===== src/rtl/dmem_arbiter.sv =====
`default_nettype none
// ============================================================================
//  Module   : dmem_arbiter
//  Purpose  : Shares one synchronous data-memory port between requester 0
//             (processor load/store) and requester 1 (DMA / debug loader).
//             Single-word transfers, zero-cycle combinational grant,
//             round-robin on ties, lock for atomic sequences with a timeout.
//  Ports    : clk, reset (async, active-low)
//             rX_req/we/lock/addr/wdata  requester X transfer request
//             rX_gnt                     transfer accepted this cycle (comb)
//             rX_rvalid/rdata            read response, one cycle after grant
//             mem_we/addr/wdata          memory request (muxed, 0 when idle)
//             mem_rdata                  memory read data (1-cycle latency)
//  Revision : 1.0  initial release
// ============================================================================
module dmem_arbiter #(
  parameter int AW       = 32,
  parameter int DW       = 32,
  parameter int LOCK_MAX = 16
) (
  input  logic          clk,
  input  logic          reset,
  input  logic          r0_req,
  input  logic          r0_we,
  input  logic          r0_lock,
  input  logic [AW-1:0] r0_addr,
  input  logic [DW-1:0] r0_wdata,
  input  logic          r1_req,
  input  logic          r1_we,
  input  logic          r1_lock,
  input  logic [AW-1:0] r1_addr,
  input  logic [DW-1:0] r1_wdata,
  output logic          r0_gnt,
  output logic          r1_gnt,
  output logic          r0_rvalid,
  output logic          r1_rvalid,
  output logic [DW-1:0] r0_rdata,
  output logic [DW-1:0] r1_rdata,
  output logic          mem_we,
  output logic [AW-1:0] mem_addr,
  output logic [DW-1:0] mem_wdata,
  input  logic [DW-1:0] mem_rdata
);

  localparam int            CW       = $clog2(LOCK_MAX);
  localparam logic [CW-1:0] CNT_LAST = CW'(LOCK_MAX - 1);

  typedef enum logic [1:0] {
    ST_IDLE  = 2'd0,
    ST_LOCK0 = 2'd1,
    ST_LOCK1 = 2'd2
  } state_t;

  state_t        state_q, state_d;
  logic [CW-1:0] cnt_q, cnt_d;
  logic          last_q, last_d;
  logic          blk0_q, blk0_d;
  logic          blk1_q, blk1_d;
  logic          rv0_q, rv1_q;
  logic          gnt0, gnt1;
  logic          to0, to1;

  // Next-state, grant and bookkeeping logic
  always_comb begin
    state_d = state_q;
    cnt_d   = '0;
    gnt0    = 1'b0;
    gnt1    = 1'b0;
    to0     = 1'b0;
    to1     = 1'b0;

    case (state_q)
      ST_IDLE: begin
        // On a tie the port that did not win last time goes first
        if (r0_req && r1_req) begin
          gnt0 = last_q;
          gnt1 = ~last_q;
        end else begin
          gnt0 = r0_req;
          gnt1 = r1_req;
        end
        if (gnt0 && r0_lock && !blk0_q) begin
          state_d = ST_LOCK0;
        end else if (gnt1 && r1_lock && !blk1_q) begin
          state_d = ST_LOCK1;
        end
      end
      ST_LOCK0: begin
        gnt0 = r0_req;
        if (cnt_q == CNT_LAST) begin
          to0     = 1'b1;
          state_d = ST_IDLE;
        end else if (!r0_lock) begin
          state_d = ST_IDLE;
        end else begin
          cnt_d = cnt_q + 1'b1;
        end
      end
      ST_LOCK1: begin
        gnt1 = r1_req;
        if (cnt_q == CNT_LAST) begin
          to1     = 1'b1;
          state_d = ST_IDLE;
        end else if (!r1_lock) begin
          state_d = ST_IDLE;
        end else begin
          cnt_d = cnt_q + 1'b1;
        end
      end
      default: state_d = ST_IDLE;
    endcase

    last_d = last_q;
    if (gnt0) begin
      last_d = 1'b0;
    end else if (gnt1) begin
      last_d = 1'b1;
    end
    if (to0) last_d = 1'b0;
    if (to1) last_d = 1'b1;

    // A timed-out lock may not re-lock until its owner lets go of lock once
    blk0_d = blk0_q;
    if (!r0_lock) begin
      blk0_d = 1'b0;
    end else if (to0) begin
      blk0_d = 1'b1;
    end
    blk1_d = blk1_q;
    if (!r1_lock) begin
      blk1_d = 1'b0;
    end else if (to1) begin
      blk1_d = 1'b1;
    end
  end

  always_ff @(posedge clk or negedge reset) begin
    if (!reset) begin
      state_q <= ST_IDLE;
      cnt_q   <= '0;
      last_q  <= 1'b1;
      blk0_q  <= 1'b0;
      blk1_q  <= 1'b0;
      rv0_q   <= 1'b0;
      rv1_q   <= 1'b0;
    end else begin
      state_q <= state_d;
      cnt_q   <= cnt_d;
      last_q  <= last_d;
      blk0_q  <= blk0_d;
      blk1_q  <= blk1_d;
      rv0_q   <= gnt0 & ~r0_we;
      rv1_q   <= gnt1 & ~r1_we;
    end
  end

  // Grants are forced low combinationally while reset is held
  assign r0_gnt = gnt0 & reset;
  assign r1_gnt = gnt1 & reset;

  always_comb begin
    mem_we    = 1'b0;
    mem_addr  = '0;
    mem_wdata = '0;
    if (r0_gnt) begin
      mem_we    = r0_we;
      mem_addr  = r0_addr;
      mem_wdata = r0_wdata;
    end else if (r1_gnt) begin
      mem_we    = r1_we;
      mem_addr  = r1_addr;
      mem_wdata = r1_wdata;
    end
  end

  assign r0_rvalid = rv0_q;
  assign r1_rvalid = rv1_q;
  assign r0_rdata  = rv0_q ? mem_rdata : '0;
  assign r1_rdata  = rv1_q ? mem_rdata : '0;

endmodule
`default_nettype wire


===== config.mk =====
export PLATFORM = sky130hd
export DESIGN_NAME = dmem_arbiter
export DESIGN_NICKNAME = d
export VERILOG_FILES = /design/src/rtl/dmem_arbiter.sv
export SDC_FILE = /design/constraint.sdc
export NUM_CORES = 1
export LEC_CHECK = 0
export ABC_AREA = 1
export BUFFER_PORTS_ARGS = -buffer_cell sky130_fd_sc_hd__buf_2
export CORE_AREA = 2 2 116 118
export DETAILED_ROUTE_END_ITERATION = 8
export DIE_AREA = 0 0 118 120
export GPL_ROUTABILITY_DRIVEN = 0
export PLACE_DENSITY_LB_ADDON = 0.3
export SETUP_SLACK_MARGIN = 0.15
export SLEW_MARGIN = 20
export SYNTH_ARGS = -nofsm -noshare
export SYNTH_HDL_FRONTEND = slang
export SYNTH_SLANG_ARGS = --single-unit

===== constraint.sdc =====
create_clock -name clk -period 1.79 [get_ports clk]
set_input_delay 0.4475 -clock clk [delete_from_list [all_inputs] [get_ports clk]]
set_output_delay 0.4475 -clock clk [all_outputs]
set_load 0.01 [all_outputs]

Word-level counts from Yosys, hierarchy flattened
Cells that the tools add are included.
{ "totals": {"regBits": 11, "output_inout_bits": 133} }
{ "op_classes": {"reduce_logical": 10, "eq_ne": 8, "n_addsub": 1, "n_mux": 37, "bitwise_logic": 7} }
{ "op_table": {"columns": ["op", "n"], "rows": [
  ["2-to-1 mux 32 bit", 6],
  ["2-to-1 mux 1 bit", 17],
  ["2-to-1 mux 4 bit", 4],
  ["2-to-1 mux 2 bit", 6],
  ["!= test 3 bit, second input constant", 3],
  ["case mux 4 bit (2 select lines)", 1],
  ["case mux 2 bit (3 select lines)", 1],
  ["logical AND 1 bit", 5],
  ["adder 4 x 1 -> 4 bit, second input constant", 1],
  ["bitwise AND 1 bit", 4],
  ["equality test 4 bit, second input constant", 1],
  ["!= test 2 x 1 -> 1 bit, second input constant", 2],
  ["case mux 1 bit (2 select lines)", 2],
  ["nonzero test 4 bit", 1],
  ["NOT 1 bit", 3],
  ["AND reduction 3 bit", 1],
  ["equality test 2 x 1 -> 1 bit, second input constant", 1],
  ["equality test 2 bit, second input constant", 1],
  ["zero test 1 bit", 2],
  ["zero test 2 bit", 1]
]} }

Depth between registers and ports, before layout
Gate-level depths: netlist of the first run.
{ "depth": {"word_depth": 8, "mapped_depth": 9} }

Least setup slack after synthesis of the first run
OpenSTA, ideal clock, no wires.
{ "synth_path": {"path_type": "register to output", "from": "register state_q[0]", "to": "output mem_addr[22]", "path_stages_with_launch": 9, "path_slack_ps": -44, "arrival_ps": 1387, "cell_sequence": "dfrtp_1 inv_1 ha_1 nand2_1 nand2_1 nand3_2 buf_6 buf_2 o21ai_1"} }
{ "synth_via": {"elab_chain_cells": 5, "elab_cells_between_ends": 9, "classes_between": "2 x eq/ne; 4 x mux; 2 x bitwise; 1 x reduce/logical"} }
{ "synth_rtl": {"columns": ["item", "line", "rtl"], "rows": [
  ["start, declared", "54", "state_t state_q, state_d;"],
  ["start signal, assigned", "147", "state_q <= state_d;"],
  ["equality test 2 bit / zero test 2 bit (equally long branches)", "72", "case (state_q)"],
  ["case mux 1 bit (2 select lines)", "72", null],
  ["bitwise AND 1 bit", "159", "assign r1_gnt = gnt1 & reset;"],
  ["2-to-1 mux 32 bit", "169", "end else if (r1_gnt) begin"],
  ["2-to-1 mux 32 bit *", "165", "if (r0_gnt) begin"],
  ["end, declared", "40", "output logic [AW-1:0] mem_addr,"]
]} }
Mark *: on every way between the ends. The rest lies on a longest branch, timed or not.

Worst setup path after layout of the first run
{ "layout_path": {"from": "register state_q[0]", "to": "output mem_addr[7]"} }
Same word-level chain as after synthesis.

==> impl_metrics.ini, run 1 <==
[status]
status = complete, but fails checks
violations = negative setup slack

[power]
combPwrFrac_pct = 85.2
p_sw_share_pct = 48.27
sequentialPowerShare_pct = 6.7
power_frac_clock_pct = 8.1
internal_power_mw = 2.620
p_sw_mw = 2.445
peakVddDrop_uv = 500.6
power_leakage_nw = 3.274
power.density_nw_per_um2 = 992.5

[clocking]
cts-root-buf = clkbuf_16
htreeDepth = 1
insertion_delay_ns = 0.24
cts_buffers = 3
clk_path_buf_depth = 2
cts.sinks = 11
clkTransAtPathRegs_ns = 0.04
cts_tree = done

[floorplan]
coreArea_um2 = 12980
dieArea_um2 = 14160
die_width_um = 118
die_h_um = 120
top_level_ports = 301
fp-row-count = 42
initial_core_util_pct = 17.75

[final_layout]
post-route-util_pct = 39.32
area_growth_pct = 121.6
finalNetCount = 928
finalNonFillerCells = 932
drive_above_1_share_pct = 57.48

[setup_path]
slowest_stage = dfrtp_1
r2r-start = state_q[1]
worst-setup-path-type = reg -> out
cp.required_ns = 1.34
timing.rr.end = state_q[1]
crit_chain = inv_2, ha_4, nand2_2, nand2_2, nand3_4, buf_12, buf_12, o21ai_2, buf_2
worstSetupEndpointType = output pin
cp_max_fo = 10
arrival_ns = 1.80
r2r_cells = 10
reg2reg_slack_ns = 0.32
startpoint_type = flip-flop
max_stage_delay_ns = 0.40

[routing]
drc = 0
antenna_left = 0
vias = 4075
vias_per_cell = 4.372
wl_per_cell_um = 12.84
wirelength_um = 11970
dr.pass1.iters = 5
drt_iter0_markers = 141

[worst_hold_path]
hold_class = in -> async

[global_routing]
grt_start_max_net_pins = 55
grt_pass1_wl_um = 18220
grt_use_total_pct = 15.53
grt_pass1_vias = 3684
antenna_found_initial = 1
grt_overflow_total = 0

[yosys]
async_flop_share_pct = 100.0
synth-edff-count = 0
synthMuxAreaShare_pct = 0
synthesis.nets = 613
synth.distinct_cells = 23
synth_fa_ha_area_share_pct = 2.173
syn_area_um2 = 2303
ys_seq_area_share_pct = 12.00
synth_compound_gate_area_share_pct = 15.75
yosys_warnings = 0
yosys.area_share.simple_pct = 46.50
ys_ff_latch = 11
synth_top_family_by_area = simple AND/OR/NAND/NOR gates
synth.avg_cell_area_um2 = 5.223
synth_ff_type = dfrtp_1
syn_inst = 441
synth_xor_area_share_pct = 0.7605

[flow_run]
maxCapViolCount = 0

[timing]
setup_ws_ns = -0.4586
fmax_mhz = 444.7
skew_ns = 0.003407
grt_setup_unrepaired = true
setup_viol = 67
period_minus_slack_ns = 2.249
fin_crit_sh_pct = 125.6
hold_viol_final = 0
worstMarginPinSlew_ns = 0.2958
slew_violations = 0
slew_headroom_pct = 80.07

[placed_design]
dp.final_hpwl_um = 9304
placed_cells = 915
port-buffer-count = 300
## cell usage after synthesis (2+ instances only)
cell        n  area share (%)
nand2_1   152              25
inv_1      79              13
nand4_1    65              18
o21ai_1    33             7.2
o21ai_0    27             5.9
buf_2      14             3.0
clkbuf_1   13             2.1
dfrtp_1    10              11
nor2_1      9             1.5
buf_6       6             2.9
nand3_1     6             1.3
o21ai_2     6             2.3
buf_1       4            0.65
ha_1        4             2.2
buf_4       3            0.98
a21oi_1     2            0.43
nand2_2     2            0.54
## per-stage QoR
stage                     cell area, um2  TNS (ns)  hold slack, ns  power [mW]  worst slack [ns]
final                               5104    -27.19          0.2506       5.066           -0.4586
after global placement              4621    -10.05          0.4536       4.016           -0.2434
after detailed placement            4621    -11.52          0.4591       4.012           -0.2446
after global routing                5104    -32.85          0.2675       5.484           -0.5381
after CTS                           4922    -26.85          0.2741       4.877           -0.4426
after floorplan                     2715         0          0.1519       2.587           0.02101
## cell families after synthesis
family / Yosys count
AO/OA/AOI/OAI: 68
AND/OR/NAND/NOR: 236
XOR/XNOR: 2
adder cells (fa/ha/maj): 4
buffers and inverters: 120
flip-flops: 11
## flip-flops by register name, indices dropped and copies added (netlist names)
name	cells
blk0_q	1
blk1_q	1
cnt_q	4
last_q	1
r0_rvalid	1
r1_rvalid	1
state_q	2
## layout by cell type, fill, tap and decap left out, types with 8 or more instances in the layout
master / n
nand2_1: 145
inv_1: 75
buf_12: 14
buf_2: 287
buf_4: 20
buf_6: 22
dfrtp_1: 10
nor2_1: 8
nand4_1: 65
o21ai_4: 22
o21ai_2: 39
## final cells by class
cell class / count / area (um2)
Inverter: 79 / 296.5
Tap cell: 176 / 220.2
Clock buffer: 4 / 78.83
Sequential cell: 11 / 276.5
Fill cell: 1391 / 7876
Timing Repair Buffer: 351 / 2282
Antenna cell: 1 / 2.502
Multi-Input combinational cell: 310 / 1947
## power by group through the flow
stage / clock network [mW] / registers, mW / logic (mW)
final: 0.412 / 0.338 / 4.32
after CTS: 0.427 / 0.338 / 4.11
after global routing: 0.436 / 0.343 / 4.71
after detailed placement: 0 / 0.337 / 3.68
after global placement: 0 / 0.338 / 3.68
after floorplan: 0 / 0.340 / 2.25
## worst max-delay path: cells and delay by family, from the launching register on
kind | cells | cell delay [ns]
AOI/OAI and AO/OA | 1 | 0.14
adders and majority gates | 1 | 0.15
buffers and inverters | 4 | 0.59
DFF | 1 | 0.40
and+or+nand+nor | 3 | 0.29
## layer usage
metal,up-vias,GRT usage [%],part of all wire [%]
li1,2062,-,-
met1,1810,18.59,41
met2,189,29.43,52
met3,14,2.139,6.8
met4,0,3.163,0.94
met5,-,0,0
## repair_timing
| action | 4_1_cts | 5_1_grt |
|---|---|---|
| setup endpoints to repair | 67 | 68 |
| setup buffers | 5 | 4 |
| pin swaps | 5 | 1 |
| resized for setup | 31 | 29 |
| gates cloned | 2 | 1 |
| hold endpoints to repair | 0 | 0 |
| hold buffers | 0 | 0 |
## worst max path at each step
stage                     from            end  slack [ns]  cells after the start
floorplan           state_q[0]   mem_addr[10]        0.02                      8
global placement    state_q[0]   mem_addr[31]       -0.24                      9
detailed placement  state_q[1]   mem_addr[31]       -0.24                      9
CTS                 state_q[0]  mem_wdata[24]       -0.44                      9
global route        state_q[0]    mem_addr[7]       -0.54                      9
finish              state_q[0]    mem_addr[7]       -0.46                      9
No activity file was read; power rests on OpenSTA's default activity.
==> run 2, diff against run 1 <==
--- a/config.mk
+++ b/config.mk
@@ -7,9 +7,10 @@
 export LEC_CHECK = 0
 export ABC_AREA = 1
 export BUFFER_PORTS_ARGS = -buffer_cell sky130_fd_sc_hd__buf_2
-export CORE_AREA = 2 2 116 118
+export CORE_AREA = 2 2 118 120
+export CTS_BUF_LIST = sky130_fd_sc_hd__clkbuf_8
 export DETAILED_ROUTE_END_ITERATION = 8
-export DIE_AREA = 0 0 118 120
+export DIE_AREA = 0 0 120 122
 export GPL_ROUTABILITY_DRIVEN = 0
 export PLACE_DENSITY_LB_ADDON = 0.3
 export SETUP_SLACK_MARGIN = 0.15
==> impl_metrics.ini, run 2 (synthesized netlist as in run 1, its figures left out) <==
[status]
status = complete, but fails checks
violations = negative setup slack

[power]
sequentialPowerShare_pct = 6.1
total_power_mw = 5.538
power_leakage_nw = 3.307
internal_power_mw = 2.864
power.density_nw_per_um2 = 1063
p_sw_share_pct = 48.29
power_frac_clock_pct = 4.6
combPwrFrac_pct = 89.3
p_sw_mw = 2.674
peakVddDrop_uv = 429.7

[setup_path]
worst-setup-path-type = reg -> out
cp_max_fo = 16
max_stage_delay_ns = 0.39
path_common_cell = inv_2
crit_family = buffers and inverters
crit_buf_inv = 5
cp.required_ns = 1.34
startpoint_type = flip-flop
arrival_ns = 1.78
slowest_stage = dfrtp_1
worstSetupEndpointType = output pin
crit_chain = inv_2, ha_2, inv_2, nand2_4, buf_12, buf_16, nand4_1, o21ai_4, buf_2

[routing]
drt_iter0_markers = 202
drc = 0
wl_per_cell_um = 13.56
wirelength_um = 12680
vias_per_cell = 4.358
dr.pass1.iters = 6
antenna_left = 0
vias = 4075

[floorplan]
top_level_ports = 301
initial_core_util_pct = 17.06
dieArea_um2 = 14640
die_h_um = 122
fp-row-count = 43
die_width_um = 120
coreArea_um2 = 13500

[global_routing]
grt_pass1_wl_um = 17860
grt_pass1_vias = 3535
grt_overflow_total = 0
grt_start_max_net_pins = 67
grt_use_total_pct = 14.99
antenna_found_initial = 1

[timing]
fmax_mhz = 448.9
skew_ns = 0.002729
tns_ns = -26.00
setup_ws_ns = -0.4374
worstMarginPinSlew_ns = 0.3106
hold_viol_final = 0
setup_viol = 67
slew_violations = 0
fin_crit_sh_pct = 124.4
slew_headroom_pct = 79.29
grt_setup_unrepaired = true
period_minus_slack_ns = 2.227

[placed_design]
dp.final_hpwl_um = 8940
dpl_worst_slack_ns = -0.2763
port-buffer-count = 300

[clocking]
clk_path_buf_depth = 2
hold_buffers = 0
cts-root-buf = clkbuf_8
htreeDepth = 1
cts_tree = done
insertion_delay_ns = 0.24
clkTransAtPathRegs_ns = 0.05
cts_buffers = 3
cts.sinks = 11

[final_layout]
finalNetCount = 928
top_register = cnt_q
top_regs = cnt_q (4), state_q (2)
layout_commonest_cell = buf_2
drive_above_1_share_pct = 59.07
nFillCells = 1453
n_antenna_cell = 0
area_growth_pct = 126.2
mostFrequentLayoutCells = buf_2 (280), nand2_1 (135), inv_1 (73)
largest_reg_flops = 4

[worst_hold_path]
hold_class = in -> reg

[flow_run]
maxCapViolCount = 0
[run 2: changes by cell type in the layout (fill, tap and decap cells not counted), moves of 4 or more]
cell / before / now
nand2_1: 145 / 135
buf_6: 22 / 26
nand2_2: 7 / 15
buf_16: 3 / 7
buf_8: 4 / 0
buf_2: 287 / 280
[run 2: path summary, 6_finish.rpt]
check                                to  slack [ns]        from  cells past startpoint
max reg2reg                      last_q        0.31  state_q[1]                     10
min                           r0_rvalid        0.37       r0_we                      2
max                        mem_wdata[6]       -0.44  state_q[1]                      9
min reg2reg                    cnt_q[0]        0.47    cnt_q[0]                      1
max in group asynchronous        last_q        1.06       reset                      3
min in group asynchronous    state_q[0]        0.40       reset                      3
[run 2: timing repair]
action	CTS	global route
gates resized for setup	51	24
setup buffers	6	5
endpoints found under the setup margin	67	100
gates cloned	5	6
pin swaps	5	6
[run 2: through the flow]
stage,hold WS (ns),instance area [um2],instances,utilization (%)
4_1_cts,0.3696,4954,924,36.68
3_3_place_gp,0.4493,4501,909,33.33
6_report,0.3712,5210,935,38.58
2_1_floorplan,0.1519,2715,441,-
5_1_grt,0.3939,5210,935,38.58
3_5_place_dp,0.4616,4501,909,33.33
[run 2: cell type report]
cell class                 count  area [um2]  area share (%)
clock inverter                 1       5.005         0.09606
multi-input combinational    310        1968           37.78
tap                          180       225.2           4.323
inverter                      79       296.5           5.692
clock buffer                   3       41.29          0.7925
sequential                    11       276.5           5.307
timing repair buffer         351        2397           46.01
[run 2: power by group through the flow]
stage | sequential [mW] | combinational, mW | clock (mW)
2_1_floorplan | 0.340 | 2.25 | 0
3_3_place_gp | 0.331 | 3.39 | 0
3_5_place_dp | 0.333 | 3.39 | 0
4_1_cts | 0.333 | 4.42 | 0.262
5_1_grt | 0.341 | 5.35 | 0.273
6_report | 0.336 | 4.94 | 0.257
[run 2: per-layer routing]
layer	global-route usage [%]	share of wire, %	vias to the layer above
li1	-	-	2065
met1	18.00	41	1808
met2	28.73	51	190
met3	2.294	7.1	12
met4	1.838	0.75	0
met5	0	0	-
==> run 3, diff against run 2 <==
--- a/config.mk
+++ b/config.mk
@@ -12,7 +12,7 @@
 export DETAILED_ROUTE_END_ITERATION = 8
 export DIE_AREA = 0 0 120 122
 export GPL_ROUTABILITY_DRIVEN = 0
-export PLACE_DENSITY_LB_ADDON = 0.3
+export PLACE_DENSITY = 0.5
 export SETUP_SLACK_MARGIN = 0.15
 export SLEW_MARGIN = 20
 export SYNTH_ARGS = -nofsm -noshare
==> impl_metrics.ini, run 3 (synthesized netlist as in run 1, its figures left out) <==
[timing]
tns_ns = -25.53
fmax_mhz = 450.5
setup_ws_ns = -0.4300
period_minus_slack_ns = 2.220
grt_setup_unrepaired = true
fin_crit_sh_pct = 124.0
worstMarginPinSlew_ns = 0.4943
skew_ns = 0.002411
slew_violations = 0
hold_viol_final = 0
setup_viol = 69
slew_headroom_pct = 67.05

[floorplan]
initial_core_util_pct = 17.06
die_h_um = 122
die_width_um = 120
top_level_ports = 301
coreArea_um2 = 13500
fp-row-count = 43
dieArea_um2 = 14640

[flow_run]
maxCapViolCount = 0

[final_layout]
finalNetCount = 950
drive_above_1_share_pct = 60.23
largest_reg_flops = 4
top_register = cnt_q
layout_commonest_cell = buf_2
n_antenna_cell = 0
area_growth_pct = 136.9
top_regs = cnt_q (4), state_q (2)
mostFrequentLayoutCells = buf_2 (276), nand2_1 (135), inv_1 (75)

[routing]
route.met2.wl_um = 6652
wl_met1_um = 5130
dr.pass1.iters = 4
wl_per_cell_um = 13.35
wl_met3_um = 889
antenna_left = 0
drt_iter0_markers = 153
top_layer_used = met4
vias = 4174
drc = 0
wirelength_um = 12770
vias_per_cell = 4.362

[worst_hold_path]
hold_class = in -> async

[placed_design]
port-buffer-count = 300
dp.final_hpwl_um = 9647
dpl_worst_slack_ns = -0.2681

[status]
status = complete, but fails checks
violations = negative setup slack

[clocking]
cts-root-buf = clkbuf_8
cts.sinks = 11
insertion_delay_ns = 0.23
cts_buffers = 3
hold_buffers = 0
htreeDepth = 1
clk_path_buf_depth = 2
cts_tree = done
clkTransAtPathRegs_ns = 0.05

[setup_path]
cp.required_ns = 1.34
worstSetupEndpointType = output pin
worst-setup-path-type = reg -> out
startpoint_type = flip-flop
cp_max_fo = 11
arrival_ns = 1.77

[global_routing]
grt_pass1_vias = 3850
grt_start_max_net_pins = 48
grt_overflow_total = 0
grt_use_total_pct = 15.77
grt_pass1_wl_um = 18880
antenna_found_initial = 0

[power]
peakVddDrop_uv = 494.1
power_leakage_nw = 3.423
power.density_nw_per_um2 = 985.9
[run 3: cell count changes in the layout (fill, tap and decap cells not counted), sizes merged]
cell	change
inv	+1
clkbuf	-5
clkinv	-1
buf	+27
[run 3: where the power goes]
part	internal (mW)	leakage [nW]	switching, mW
Sequential	0.303	0.147	0.0347
Clock	0.150	0.0269	0.0915
Combinational	2.34	3.25	2.46
Total	2.80	3.42	2.58
[run 3: metrics by stage]
stage | cell area [um2] | power [mW] | hold WS (ns) | instances | util, %
2_1_floorplan | 2715 | 2.587 | 0.1519 | 441 | -
3_3_place_gp | 4756 | 4.033 | 0.4531 | 928 | 35.22
3_5_place_dp | 4756 | 4.033 | 0.4534 | 928 | 35.22
4_1_cts | 5256 | 5.157 | 0.2018 | 956 | 38.92
5_1_grt | 5456 | 5.814 | 0.1946 | 957 | 40.41
6_report | 5456 | 5.379 | 0.1872 | 957 | 40.41
[run 3: final cells by class]
type                            instances  area (um2)
Multi-Input combinational cell        310        2012
Sequential cell                        11       276.5
Fill cell                            1465        8048
Clock buffer                            3       41.29
Timing Repair Buffer                  373        2601
Tap cell                              180       225.2
Inverter                               79       296.5
Clock inverter                          1       3.754
[run 3: worst max-delay path, cell delays in order, from the launching register on]
cell	delay, ns
dfrtp_1	0.40
inv_2	0.11
ha_4	0.15
nand2_1	0.06
nand2_2	0.09
nand3_4	0.09
buf_12	0.17
buf_12	0.15
o21ai_2	0.15
buf_2	0.15
[run 3: routing by layer]
metal	GRT usage [%]	vias to the layer above
li1	-	2105
met1	18.49	1874
met2	30.61	187
met3	2.200	8
met4	2.647	0
met5	0	-
[run 3: timing repair]
item                       in CTS  in global routing
cloned                          3                  0
pin swaps                       1                  2
setup endpoints to repair      67                 69
setup buffers                  21                  1
gates resized for setup        45                 50
[run 3: worst paths after layout]
check / end / cells past startpoint / start / slack [ns]
max: mem_addr[4] / 9 / state_q[0] / -0.43
min: blk1_q / 2 / reset / 0.19
max reg2reg: state_q[0] / 18 / last_q / -0.26
min reg2reg: cnt_q[0] / 1 / cnt_q[0] / 0.46
max in group asynchronous: last_q / 3 / reset / 1.19
min in group clk: r0_rvalid / 2 / r0_we / 0.39
